### config.mk
export PLATFORM = sky130hd
export DESIGN_NAME = load_arbiter_flat
export DESIGN_NICKNAME = d
export VERILOG_FILES = /design/src/rtl/load_arbiter_if.sv /design/src/rtl/load_arbiter.sv /design/src/flat_wrapper.sv
export SDC_FILE = /design/constraint.sdc
export NUM_CORES = 1
export LEC_CHECK = 0
export CORE_MARGIN = 5
export CORE_UTILIZATION = 45
export DETAILED_ROUTE_END_ITERATION = 10
export GPL_TIMING_DRIVEN = 0
export PLACE_DENSITY_LB_ADDON = 0.1
export SLEW_MARGIN = 20
export SYNTH_ARGS = -nofsm -noshare
export SYNTH_HDL_FRONTEND = slang
export SYNTH_SLANG_ARGS = --single-unit
### constraint.sdc
create_clock -name fastClk -period 4.1 [get_ports fastClk]
set_clock_uncertainty 0.2 [all_clocks]
set_input_delay 1.23 -clock fastClk [delete_from_list [all_inputs] [get_ports fastClk]]
set_output_delay 1.23 -clock fastClk [all_outputs]
set_load 0.02 [all_outputs]
### src/rtl/load_arbiter_if.sv
// -----------------------------------------------------------------------------
// load_arbiter_if
// Bundles the request, RAM-read and local-memory-write signals of the burst
// load arbiter.
//
//   req      NREQ      per-core burst-load request (level)
//   pivot    NREQ*AW   per-core RAM base address, slice i belongs to core i
//   len      NREQ*LW   per-core word count, slice i belongs to core i
//   gnt      NREQ      one-hot grant, held for the whole burst
//   ramRd    1         RAM read strobe, one cycle per word
//   ramAddr  AW        RAM read address
//   ramData  DW        RAM read data
//   ramValid 1         RAM read data valid (>= 1 cycle after ramRd)
//   wrEn     1         local-memory write strobe
//   wrAddr   LW        local-memory offset
//   wrData   DW        local-memory write word
//   done     NREQ      one-cycle completion pulse
//   busy     1         arbiter not idle
//
// Modports: master = the arbiter, slave = cores plus RAM.
// -----------------------------------------------------------------------------
interface load_arbiter_if #(
    parameter int NREQ = 4,
    parameter int AW   = 16,
    parameter int DW   = 8,
    parameter int LW   = 7
);
    logic [NREQ-1:0]    req;
    logic [NREQ*AW-1:0] pivot;
    logic [NREQ*LW-1:0] len;
    logic [NREQ-1:0]    gnt;
    logic               ramRd;
    logic [AW-1:0]      ramAddr;
    logic [DW-1:0]      ramData;
    logic               ramValid;
    logic               wrEn;
    logic [LW-1:0]      wrAddr;
    logic [DW-1:0]      wrData;
    logic [NREQ-1:0]    done;
    logic               busy;

    modport master (
        input  req, pivot, len, ramData, ramValid,
        output gnt, ramRd, ramAddr, wrEn, wrAddr, wrData, done, busy
    );

    modport slave (
        output req, pivot, len, ramData, ramValid,
        input  gnt, ramRd, ramAddr, wrEn, wrAddr, wrData, done, busy
    );
endinterface

### src/rtl/load_arbiter.sv
// -----------------------------------------------------------------------------
// load_arbiter
// Grants one of NREQ cores a burst load: reads len words from RAM starting at
// the core's pivot address (wrapping modulo 2^AW), one read outstanding at a
// time, and forwards each returned word to the core's local memory at offsets
// 0..len-1.
//
// Ports:
//   fastClk  in   sole clock, all logic on posedge
//   rst      in   synchronous reset, active-high
//   bus      load_arbiter_if.master (req/pivot/len in, gnt/ramRd/ramAddr out,
//            ramData/ramValid in, wrEn/wrAddr/wrData/done/busy out)
//
// Configuration:
//   LARB_FIXED_PRIO_EN  defined   -> fixed priority, lowest index wins
//                       undefined -> round-robin from ptr (default)
// -----------------------------------------------------------------------------
module load_arbiter #(
    parameter int NREQ = 4,
    parameter int AW   = 16,
    parameter int DW   = 8,
    parameter int LW   = 7
) (
    input  logic           fastClk,
    input  logic           rst,
    load_arbiter_if.master bus
);
    localparam int PW = (NREQ > 1) ? $clog2(NREQ) : 1;

    typedef enum logic [1:0] {IDLE, RUN, WAIT, DONE} state_t;

    state_t          state;
    logic [NREQ-1:0] gntQ;
    logic [NREQ-1:0] doneQ;
    logic            ramRdQ;
    logic [AW-1:0]   ramAddrQ;
    logic [AW-1:0]   pivotQ;
    logic [LW-1:0]   lenQ;
    logic [LW-1:0]   cnt;

    logic            anyReq;
    logic [PW-1:0]   winner;
    logic [AW-1:0]   winPivot;
    logic [LW-1:0]   winLen;
    logic [LW-1:0]   cntNext;
    logic            wrFire;

    logic [AW-1:0]   pivotArr [NREQ];
    logic [LW-1:0]   lenArr   [NREQ];

    for (genvar g = 0; g < NREQ; g++) begin : g_unpack
        assign pivotArr[g] = bus.pivot[g*AW +: AW];
        assign lenArr[g]   = bus.len[g*LW +: LW];
    end

`ifndef LARB_FIXED_PRIO_EN
    logic [PW-1:0] ptr;
    logic [PW-1:0] winQ;
    logic [PW-1:0] rrSel;
    int            rrIdx;
`endif

    // Winner selection. Iterating from the lowest priority to the highest lets
    // the last hit win without a break.
    always_comb begin
        // NOTE: every variable gets a default first so no path leaves it
        // unassigned; otherwise synthesis infers a latch.
        anyReq = 1'b0;
        winner = '0;
`ifdef LARB_FIXED_PRIO_EN
        for (int i = NREQ - 1; i >= 0; i--) begin
            if (bus.req[PW'(i)]) begin
                anyReq = 1'b1;
                winner = PW'(i);
            end
        end
`else
        rrIdx = 0;
        rrSel = '0;
        for (int i = NREQ - 1; i >= 0; i--) begin
            rrIdx = int'(ptr) + i;
            if (rrIdx >= NREQ) rrIdx = rrIdx - NREQ;
            rrSel = PW'(rrIdx);
            if (bus.req[rrSel]) begin
                anyReq = 1'b1;
                winner = rrSel;
            end
        end
`endif
    end

    assign winPivot = pivotArr[winner];
    assign winLen   = lenArr[winner];
    assign cntNext  = cnt + LW'(1);

    // Only a response arriving while a read is outstanding is accepted; stale
    // or spurious ramValid in any other state is dropped.
    assign wrFire = (state == WAIT) && bus.ramValid;

    always_ff @(posedge fastClk) begin
        // NOTE: sequential state uses non-blocking assignments so every flop
        // samples the pre-edge values, independent of statement order.
        if (rst) begin
            // NOTE: the latched burst descriptor is reset along with the
            // control state so nothing from an aborted burst survives reset.
            state    <= IDLE;
            gntQ     <= '0;
            doneQ    <= '0;
            ramRdQ   <= 1'b0;
            ramAddrQ <= '0;
            pivotQ   <= '0;
            lenQ     <= '0;
            cnt      <= '0;
`ifndef LARB_FIXED_PRIO_EN
            ptr      <= '0;
            winQ     <= '0;
`endif
        end else begin
            // Strobes are single-cycle unless a transition re-arms them.
            ramRdQ <= 1'b0;
            doneQ  <= '0;
            case (state)
                IDLE: begin
                    if (anyReq) begin
                        pivotQ <= winPivot;
                        lenQ   <= winLen;
                        cnt    <= '0;
                        gntQ   <= NREQ'(1) << winner;
`ifndef LARB_FIXED_PRIO_EN
                        winQ   <= winner;
`endif
                        if (winLen == '0) begin
                            state <= DONE;
                            doneQ <= NREQ'(1) << winner;
                        end else begin
                            state    <= RUN;
                            ramRdQ   <= 1'b1;
                            ramAddrQ <= winPivot;
                        end
                    end
                end
                RUN: begin
                    state <= WAIT;
                end
                WAIT: begin
                    if (bus.ramValid) begin
                        cnt <= cntNext;
                        if (cntNext == lenQ) begin
                            state <= DONE;
                            doneQ <= gntQ;
                        end else begin
                            state    <= RUN;
                            ramRdQ   <= 1'b1;
                            ramAddrQ <= pivotQ + AW'(cntNext);
                        end
                    end
                end
                DONE: begin
                    state <= IDLE;
                    gntQ  <= '0;
`ifndef LARB_FIXED_PRIO_EN
                    ptr   <= (winQ == PW'(NREQ - 1)) ? '0 : winQ + PW'(1);
`endif
                end
                default: state <= IDLE;
            endcase
        end
    end

    assign bus.gnt     = gntQ;
    assign bus.done    = doneQ;
    assign bus.ramRd   = ramRdQ;
    assign bus.ramAddr = ramAddrQ;
    assign bus.wrEn    = wrFire;
    assign bus.wrAddr  = wrFire ? cnt : '0;
    assign bus.wrData  = wrFire ? bus.ramData : '0;
    assign bus.busy    = (state != IDLE);
endmodule

### src/flat_wrapper.sv
// flat-port wrapper written by rule: the top's interface ports become plain ports
module load_arbiter_flat 
#(
    parameter int NREQ = 4,
    parameter int AW   = 16,
    parameter int DW   = 8,
    parameter int LW   = 7
)
  (fastClk, rst, bus_req, bus_pivot, bus_len, bus_ramData, bus_ramValid, bus_gnt, bus_ramRd, bus_ramAddr, bus_wrEn, bus_wrAddr, bus_wrData, bus_done, bus_busy);
  load_arbiter_if #(.NREQ(NREQ), .AW(AW), .DW(DW), .LW(LW)) bus_i ();
  input  logic fastClk;
  input  logic rst;
  input wire logic [$bits(bus_i.req)-1:0] bus_req;
  input wire logic [$bits(bus_i.pivot)-1:0] bus_pivot;
  input wire logic [$bits(bus_i.len)-1:0] bus_len;
  input wire logic [$bits(bus_i.ramData)-1:0] bus_ramData;
  input wire logic [$bits(bus_i.ramValid)-1:0] bus_ramValid;
  output wire logic [$bits(bus_i.gnt)-1:0] bus_gnt;
  output wire logic [$bits(bus_i.ramRd)-1:0] bus_ramRd;
  output wire logic [$bits(bus_i.ramAddr)-1:0] bus_ramAddr;
  output wire logic [$bits(bus_i.wrEn)-1:0] bus_wrEn;
  output wire logic [$bits(bus_i.wrAddr)-1:0] bus_wrAddr;
  output wire logic [$bits(bus_i.wrData)-1:0] bus_wrData;
  output wire logic [$bits(bus_i.done)-1:0] bus_done;
  output wire logic [$bits(bus_i.busy)-1:0] bus_busy;
  assign bus_i.req = bus_req;
  assign bus_i.pivot = bus_pivot;
  assign bus_i.len = bus_len;
  assign bus_i.ramData = bus_ramData;
  assign bus_i.ramValid = bus_ramValid;
  assign bus_gnt = bus_i.gnt;
  assign bus_ramRd = bus_i.ramRd;
  assign bus_ramAddr = bus_i.ramAddr;
  assign bus_wrEn = bus_i.wrEn;
  assign bus_wrAddr = bus_i.wrAddr;
  assign bus_wrData = bus_i.wrData;
  assign bus_done = bus_i.done;
  assign bus_busy = bus_i.busy;
  load_arbiter #(.NREQ(NREQ), .AW(AW), .DW(DW), .LW(LW)) u_core (.fastClk(fastClk), .rst(rst), .bus(bus_i));
endmodule
==> results of run 1 <==
kinds of logic after synthesis:
family,Yosys count,share of synthesized area [%]
xor+xnor,22,6.02
compound gates,91,13.9
fa+ha+maj,10,3.19
flops,61,29.4
buf+inv,41,4.85
mux,85,21.3
simple gates,188,21.4
where the power goes:
| group | leakage [uW] | switching, uW | internal, uW | total (uW) |
|---|---|---|---|---|
| logic | 0.00181 | 405 | 406 | 810 |
| clock network | 0.0000921 | 244 | 249 | 493 |
| registers | 0.000501 | 52.1 | 671 | 723 |
metrics by stage:
stage / setup slack (ns) / TNS (ns) / cell area [um2] / hold WS, ns
floorplan: 0.568 / 0 / 4160 / 0.240
global placement: -0.366 / -7.04 / 5770 / 0.249
detailed placement: -0.376 / -9.89 / 5770 / 0.252
CTS: 0.0338 / 0 / 5970 / 0.265
global route: 0.0101 / 0 / 5980 / 0.290
finish: 0.123 / 0 / 5980 / 0.268
cell type report:
| type | instances | area (um2) | area share, % |
|---|---|---|---|
| multi-input combinational | 396 | 2740 | 45.7 |
| sequential | 61 | 1220 | 20.4 |
| buffer | 34 | 180 | 3.01 |
| timing repair buffer | 149 | 1500 | 25.1 |
| tap | 111 | 139 | 2.32 |
| clock inverter | 4 | 22.5 | 0.376 |
| clock buffer | 12 | 155 | 2.59 |
| inverter | 7 | 26.3 | 0.439 |
metal layers:
metal | vias to the layer above | track usage [%] | share of wire [%]
met5 | - | 0 | 0
li1 | 2059 | - | -
met1 | 1925 | 27.5 | 42
met2 | 131 | 39.8 | 50
met4 | 0 | 7.31 | 1.5
met3 | 17 | 3.70 | 6.1
worst min path at each step:
stage / cells past startpoint / end / start / slack, ns
after global routing: 2 / u_core.pivotQ[5] / u_core.pivotQ[5] / 0.29
after floorplan: 2 / u_core.pivotQ[0] / u_core.pivotQ[0] / 0.24
after global placement: 2 / u_core.pivotQ[0] / u_core.pivotQ[0] / 0.25
after CTS: 2 / u_core.pivotQ[4] / u_core.pivotQ[4] / 0.26
after detailed placement: 2 / u_core.pivotQ[4] / u_core.pivotQ[4] / 0.25
final: 2 / u_core.pivotQ[3] / u_core.pivotQ[3] / 0.27
layout by cell type (no fill, tap or decap), types with 8 or more instances in the layout:
cell	Yosys	layout
sky130_fd_sc_hd__nor3_1	11	11
sky130_fd_sc_hd__clkbuf_1	21	18
sky130_fd_sc_hd__ha_1	9	9
sky130_fd_sc_hd__nor2b_1	10	10
sky130_fd_sc_hd__mux2_2	24	24
sky130_fd_sc_hd__nand2_1	48	48
sky130_fd_sc_hd__dfxtp_1	61	61
sky130_fd_sc_hd__clkbuf_8	0	11
sky130_fd_sc_hd__nand3_1	8	8
sky130_fd_sc_hd__o21ai_0	10	10
sky130_fd_sc_hd__a21oi_1	53	53
sky130_fd_sc_hd__mux2i_1	60	60
sky130_fd_sc_hd__clkdlybuf4s50_1	0	145
sky130_fd_sc_hd__xor2_1	9	9
sky130_fd_sc_hd__and3_1	16	16
sky130_fd_sc_hd__xnor2_1	9	9
sky130_fd_sc_hd__nand2b_1	11	11
sky130_fd_sc_hd__nor2_1	64	64
registers in the layout (all words and copies together) (netlist names), 2 cells and up:
register,count
u_core.lenQ,7
u_core.bus.done,4
u_core.pivotQ,16
u_core.state,2
u_core.bus.gnt,4
u_core.bus.ramAddr,16
u_core.ptr,2
u_core.winQ,2
u_core.cnt,7
worst max-delay path, delay by kind of cell:
kind            cells  cell delay (ns)
buf+inv             4             1.05
simple gates        2             0.14
compound gates      2             0.72
mux                 3             0.86
timing repair:
item                                    4_1_cts  5_1_grt
endpoints found under the setup margin       17       20
pin swaps                                     1        1
gates resized for setup                       3        9
buffers inserted                              2        0
==> flow_summary_export.csv, run 1 <==
group,metric,value,unit
setup_path,critPathLaunch,"bus_req[0]",
clocking,numCtsBuffers,9,
placement,detailed_place_hpwl,10.1,mm
synth,ys_async_sr_fraction,0,%
routing,vias_per_cell,5.34,
routing,drt_wl_total,12.8,mm
final_layout,fillers,785,
final_layout,proportion_of_layout_cells_with_a_drive_suffix_above_1,9.95,%
routing,vias,4132,
global_route,number_of_antenna_violations_at_the_first_check_in_global_routing,0,
floorplan,num_rows,35,
sta,rsz_0062_raised_after_global_routing,"no",
routing,detail-route-antenna-nets,0,
sta,endpoints_failing_setup,0,
setup_path,startpoint_type,"primary input",
floorplan,dieWidth,106,um
synth,synthTopCellsByCount,"64 x sky130_fd_sc_hd__nor2_1, 61 x sky130_fd_sc_hd__dfxtp_1, 60 x sky130_fd_sc_hd__mux2i_1",
synth,syn_nets,615,
floorplan,die_height,106,um
sta,worst_slew_margin_rel,57.3,%
sta,fin_crit_sh,97.0,%
synth,yosysWarningCount,0,
routing,drt-wirelength-per-cell,16.6,um
clocking,cts_buffer_depth,2,
final_layout,nets,775,
setup_path,ff2ff_path_depth,11,
final_layout,finish.cell_count_without_fillers,774,
sta,finalHoldViolations,0,
power_and_ir_drop,ir_drop,196,uV
setup_path,cp-end-kind,"flop",
clocking,clk_latency,0.35,ns
power_and_ir_drop,finalPower,2030,uW
clocking,ctsRootBufferMaster,"sky130_fd_sc_hd__clkbuf_8",
setup_path,critical-path-max-stage-delay,0.51,ns
synth,post_synth.cell_area_avg,8.35,um2
synth,post_syn_instances,498,
floorplan,ioPinCount,149,
power_and_ir_drop,power_leakage,0.00240,uW
sta,max_fclk,0.251,GHz
final_layout,insertedDiodeCount,0,
final_layout,layout-area-overhead-vs-synth,43.9,%
floorplan,fp.dieArea,0.0113,mm2
routing,first_iter_violations,204,
floorplan,core_area,0.00911,mm2
routing,drc_violation_count_after_routing,0,
synth,synth_ff_type,"sky130_fd_sc_hd__dfxtp_1",
routing,drt_first_pass_iters,4,
placement,total_placed_cells_including_tap_cells,756,
setup_path,worst_r2r_startpoint,"u_core.cnt[0]",
placement,gp_routability_congestion,0.905,
sta,max_slew_violations,0,
worst_hold_path,worst_hold_path_class,"flop to flop",
setup_path,critPathArrivalTime,4.01,ns
synth,synth_edf_count,0,
clocking,cts_num_sinks,61,
synth,synth-seq-area-share,29.4,%
global_route,leftover_overflow_at_the_end_of_global_routing,0,
placement,port_buf_inserts,147,
sta,max_slew.worst_pin.slew,0.641,ns
synth,synth_top_cells_by_area,"sky130_fd_sc_hd__dfxtp_1 29%, sky130_fd_sc_hd__mux2i_1 14%, sky130_fd_sc_hd__mux2_2 6.5%",
global_route,grt_first_pass_wirelength,20.6,mm
synth,synth.cell_area,0.00416,mm2
synth,post-synth-top-area-cell,"sky130_fd_sc_hd__dfxtp_1",
synth,postSynthRegisterBits,61,
clocking,tritoncts_clock_tree,"built",
global_route,grt_start_max_net_pins,11,
setup_path,crit_slowest_cell,"sky130_fd_sc_hd__clkdlybuf4s50_1",
synth,yosysMostFrequentCell,"sky130_fd_sc_hd__nor2_1",
setup_path,cp_required,4.14,ns
floorplan,floorplan.initialDensity,45.6,%
sta,finalCriticalPeriod,3.98,ns
global_route,gr-usage-all-layers,22.4,%
clocking,h-tree-depth,3,
power_and_ir_drop,power.density_cell_area,339,mW/mm2
synth,synth_top_area_share,29.4,%
job,cap_violations,0,
clocking,ctsHoldBuffers,0,
setup_path,endpoint,"u_core.bus.ramAddr[11]",
setup_path,critPathKind,"primary input to flop",
final_layout,postLayoutCoreUtil,65.7,%
setup_path,setup.reg_to_reg.worst_slack,0.62,ns
outcome,run_status,"completed",
clocking,path_clk_slew,0.07,ns
setup_path,cp_cell_sequence,"clkdlybuf4s50_1 > mux2i_1 > nor2_1 > a311oi_4 > buf_6 > mux2_2 > a31oi_2 > nor3_4 > buf_12 > buf_8 > mux2_4",
setup_path,worstReg2RegEnd,"u_core.bus.ramAddr[11]",
global_route,number_of_global_route_vias_before_repair,4270,
synth,synth.lib_cells_used.distinct,49,
setup_path,crit_fanout,10,
Note: power is estimated with default switching activity, not from simulation.
==> run 2, diff against run 1 <==
--- a/config.mk
+++ b/config.mk
@@ -9,6 +9,7 @@
 export CORE_UTILIZATION = 45
 export DETAILED_ROUTE_END_ITERATION = 10
 export GPL_TIMING_DRIVEN = 0
+export MAX_ROUTING_LAYER = met4
 export PLACE_DENSITY_LB_ADDON = 0.1
 export SLEW_MARGIN = 20
 export SYNTH_ARGS = -nofsm -noshare
==> flow_summary_export.csv, run 2 (same netlist as run 1, synthesis figures left out) <==
group,metric,value,unit
outcome,run_status,"completed",
floorplan,floorplan.initialDensity,45.6,%
clocking,cts_buffer_depth,2,
routing,drt_wl_total,12.8,mm
clocking,tritoncts_clock_tree,"built",
sta,worst_slew_margin_rel,50.6,%
sta,rsz_0062_raised_after_global_routing,"no",
sta,max_slew_violations,0,
clocking,clk_latency,0.34,ns
sta,max_slew.worst_pin.slew,0.741,ns
global_route,gr-usage-all-layers,23.3,%
setup_path,worst_r2r_startpoint,"u_core.cnt[0]",
routing,vias_per_cell,5.42,
placement,port_buf_inserts,147,
placement,detailed_place_hpwl,10.1,mm
final_layout,nets,779,
final_layout,layout-area-overhead-vs-synth,45.5,%
floorplan,ioPinCount,149,
global_route,grt_start_max_net_pins,11,
setup_path,worst_path_most_repeated_cell,"sky130_fd_sc_hd__buf_6",
setup_path,crit_buf_inv,5,
sta,endpoints_failing_setup,0,
floorplan,die_height,106,um
global_route,grt_first_pass_wirelength,20.8,mm
clocking,h-tree-depth,3,
final_layout,mostFrequentLayoutCell,"sky130_fd_sc_hd__clkdlybuf4s50_1",
routing,drt-wirelength-per-cell,16.4,um
setup_path,critical-path-max-stage-delay,0.53,ns
power_and_ir_drop,power.share.sequential,34.4,%
routing,drc_violation_count_after_routing,0,
routing,first_iter_violations,192,
setup_path,critPathLaunch,"bus_req[0]",
floorplan,core_area,0.00911,mm2
routing,vias,4215,
setup_path,crit_fanout,10,
power_and_ir_drop,power.clock.fraction,27.0,%
final_layout,fillers,744,
worst_hold_path,worst_hold_path_class,"flop to flop",
floorplan,fp.dieArea,0.0113,mm2
floorplan,dieWidth,106,um
final_layout,design_area,0.00605,mm2
sta,finalHoldViolations,0,
routing,detail-route-antenna-nets,0,
sta,max_fclk,0.252,GHz
sta,fin_crit_sh,96.6,%
global_route,number_of_antenna_violations_at_the_first_check_in_global_routing,0,
global_route,grt_busiest_layer,"met2",
clocking,path_clk_slew,0.07,ns
global_route,grt.met2_usage,39.8,%
job,cap_violations,0,
final_layout,proportion_of_layout_cells_with_a_drive_suffix_above_1,10.5,%
final_layout,insertedDiodeCount,0,
worst_hold_path,min-delay-start,"u_core.pivotQ[6]",
floorplan,num_rows,35,
power_and_ir_drop,power_leakage,0.00243,uW
power_and_ir_drop,power.density_cell_area,348,mW/mm2
power_and_ir_drop,ir_drop,239,uV
clocking,cts_num_sinks,61,
setup_path,cp_cell_sequence,"clkdlybuf4s50_1 > a21oi_1 > o21ai_1 > o2bb2a_1 > buf_6 > buf_6 > mux2i_1 > mux2_2 > a41oi_4 > nor3_4 > buf_12 > buf_8 > mux2_4",
power_and_ir_drop,p_int,1410,uW
sta,finalCriticalPeriod,3.96,ns
global_route,use_met1,27.6,%
global_route,number_of_global_route_vias_before_repair,4303,
clocking,ctsRootBufferMaster,"sky130_fd_sc_hd__clkbuf_8",
clocking,ctsHoldBuffers,0,
setup_path,startpoint_type,"primary input",
power_and_ir_drop,switching_share,33.1,%
placement,gp_routability_congestion,0.920,
setup_path,critPathKind,"primary input to flop",
placement,postPlaceCellArea,0.00577,mm2
global_route,leftover_overflow_at_the_end_of_global_routing,0,
setup_path,crit_slowest_cell,"sky130_fd_sc_hd__clkdlybuf4s50_1",
global_route,globalRouteMet3Util,5.40,%
setup_path,cp-end-kind,"flop",
setup_path,cp_required,4.13,ns
sta,postLayoutSetupSlackWorst,0.138,ns
power_and_ir_drop,power.combinational.fraction,38.5,%
routing,drt_first_pass_iters,7,
setup_path,critPathArrivalTime,3.99,ns
placement,place_ws,-0.381,ns
final_layout,final_cell_mix,"145 x sky130_fd_sc_hd__clkdlybuf4s50_1, 64 x sky130_fd_sc_hd__nor2_1, 61 x sky130_fd_sc_hd__dfxtp_1",
power_and_ir_drop,total_switching_power,697,uW
clocking,numCtsBuffers,9,
setup_path,cpLargestDelayFamily,"buffers and inverters",
## run 2: per-layer routing
metal	up-vias	wire, um
li1	2075	-
met1	1965	5420
met2	159	6330
met3	16	850
met4	0	195
met5	-	0
## run 2: through the flow
step / cells / power [uW] / utilization [%] / hold slack, ns / setup TNS, ns
4_1_cts: 774 / 2100 / 65.9 / 0.263 / 0
5_1_grt: 778 / 2220 / 66.4 / 0.286 / 0
6_report: 778 / 2100 / 66.4 / 0.266 / 0
2_1_floorplan: 498 / 1210 / - / 0.240 / 0
3_5_place_dp: 756 / 1520 / 63.3 / 0.255 / -9.87
3_3_place_gp: 756 / 1510 / 63.3 / 0.249 / -6.91
## run 2: repair_timing
item | in CTS | in global routing
pin swaps | 1 | 1
setup buffers | 2 | 4
endpoints found under the setup margin | 17 | 16
resized for setup | 3 | 6
## run 2: worst paths after layout
path | slack, ns | cells past startpoint | end
max | 0.14 | 13 | u_core.bus.ramAddr[11]
min | 0.27 | 2 | u_core.pivotQ[6]
max reg2reg | 0.65 | 11 | u_core.bus.ramAddr[9]
min reg2reg | 0.27 | 2 | u_core.pivotQ[6]
## run 2: power by group through the flow
stage	Combinational, uW	Sequential [uW]	Clock [uW]
2_1_floorplan	438	773	0
3_3_place_gp	775	734	0
3_5_place_dp	788	735	0
4_1_cts	809	723	572
5_1_grt	886	733	603
6_report	811	724	569
## run 2: worst min-delay path: stages, from the launching register on
cell	delay, ns
sky130_fd_sc_hd__dfxtp_1	0.32
sky130_fd_sc_hd__nand2_1	0.05
sky130_fd_sc_hd__a21oi_1	0.05
## run 2: area by class of cell
cell class / count / area, um2 / area share, %
Multi-Input combinational cell: 396 / 2740 / 45.3
Inverter: 7 / 26.3 / 0.434
Timing Repair Buffer: 153 / 1530 / 25.3
Buffer: 34 / 178 / 2.94
Clock inverter: 4 / 45.0 / 0.745
Clock buffer: 12 / 165 / 2.73
Sequential cell: 61 / 1220 / 20.2
Tap cell: 111 / 139 / 2.30
==> run 3, diff against run 2 <==
--- a/config.mk
+++ b/config.mk
@@ -7,8 +7,10 @@
 export LEC_CHECK = 0
 export CORE_MARGIN = 5
 export CORE_UTILIZATION = 45
+export CTS_BUF_LIST = sky130_fd_sc_hd__clkbuf_4 sky130_fd_sc_hd__clkbuf_8
 export DETAILED_ROUTE_END_ITERATION = 10
 export GPL_TIMING_DRIVEN = 0
+export HOLD_SLACK_MARGIN = 0.15
 export MAX_ROUTING_LAYER = met4
 export PLACE_DENSITY_LB_ADDON = 0.1
 export SLEW_MARGIN = 20
==> results of run 3 <==
No change in the layout: final DEF, timing and power equal those of run 2.
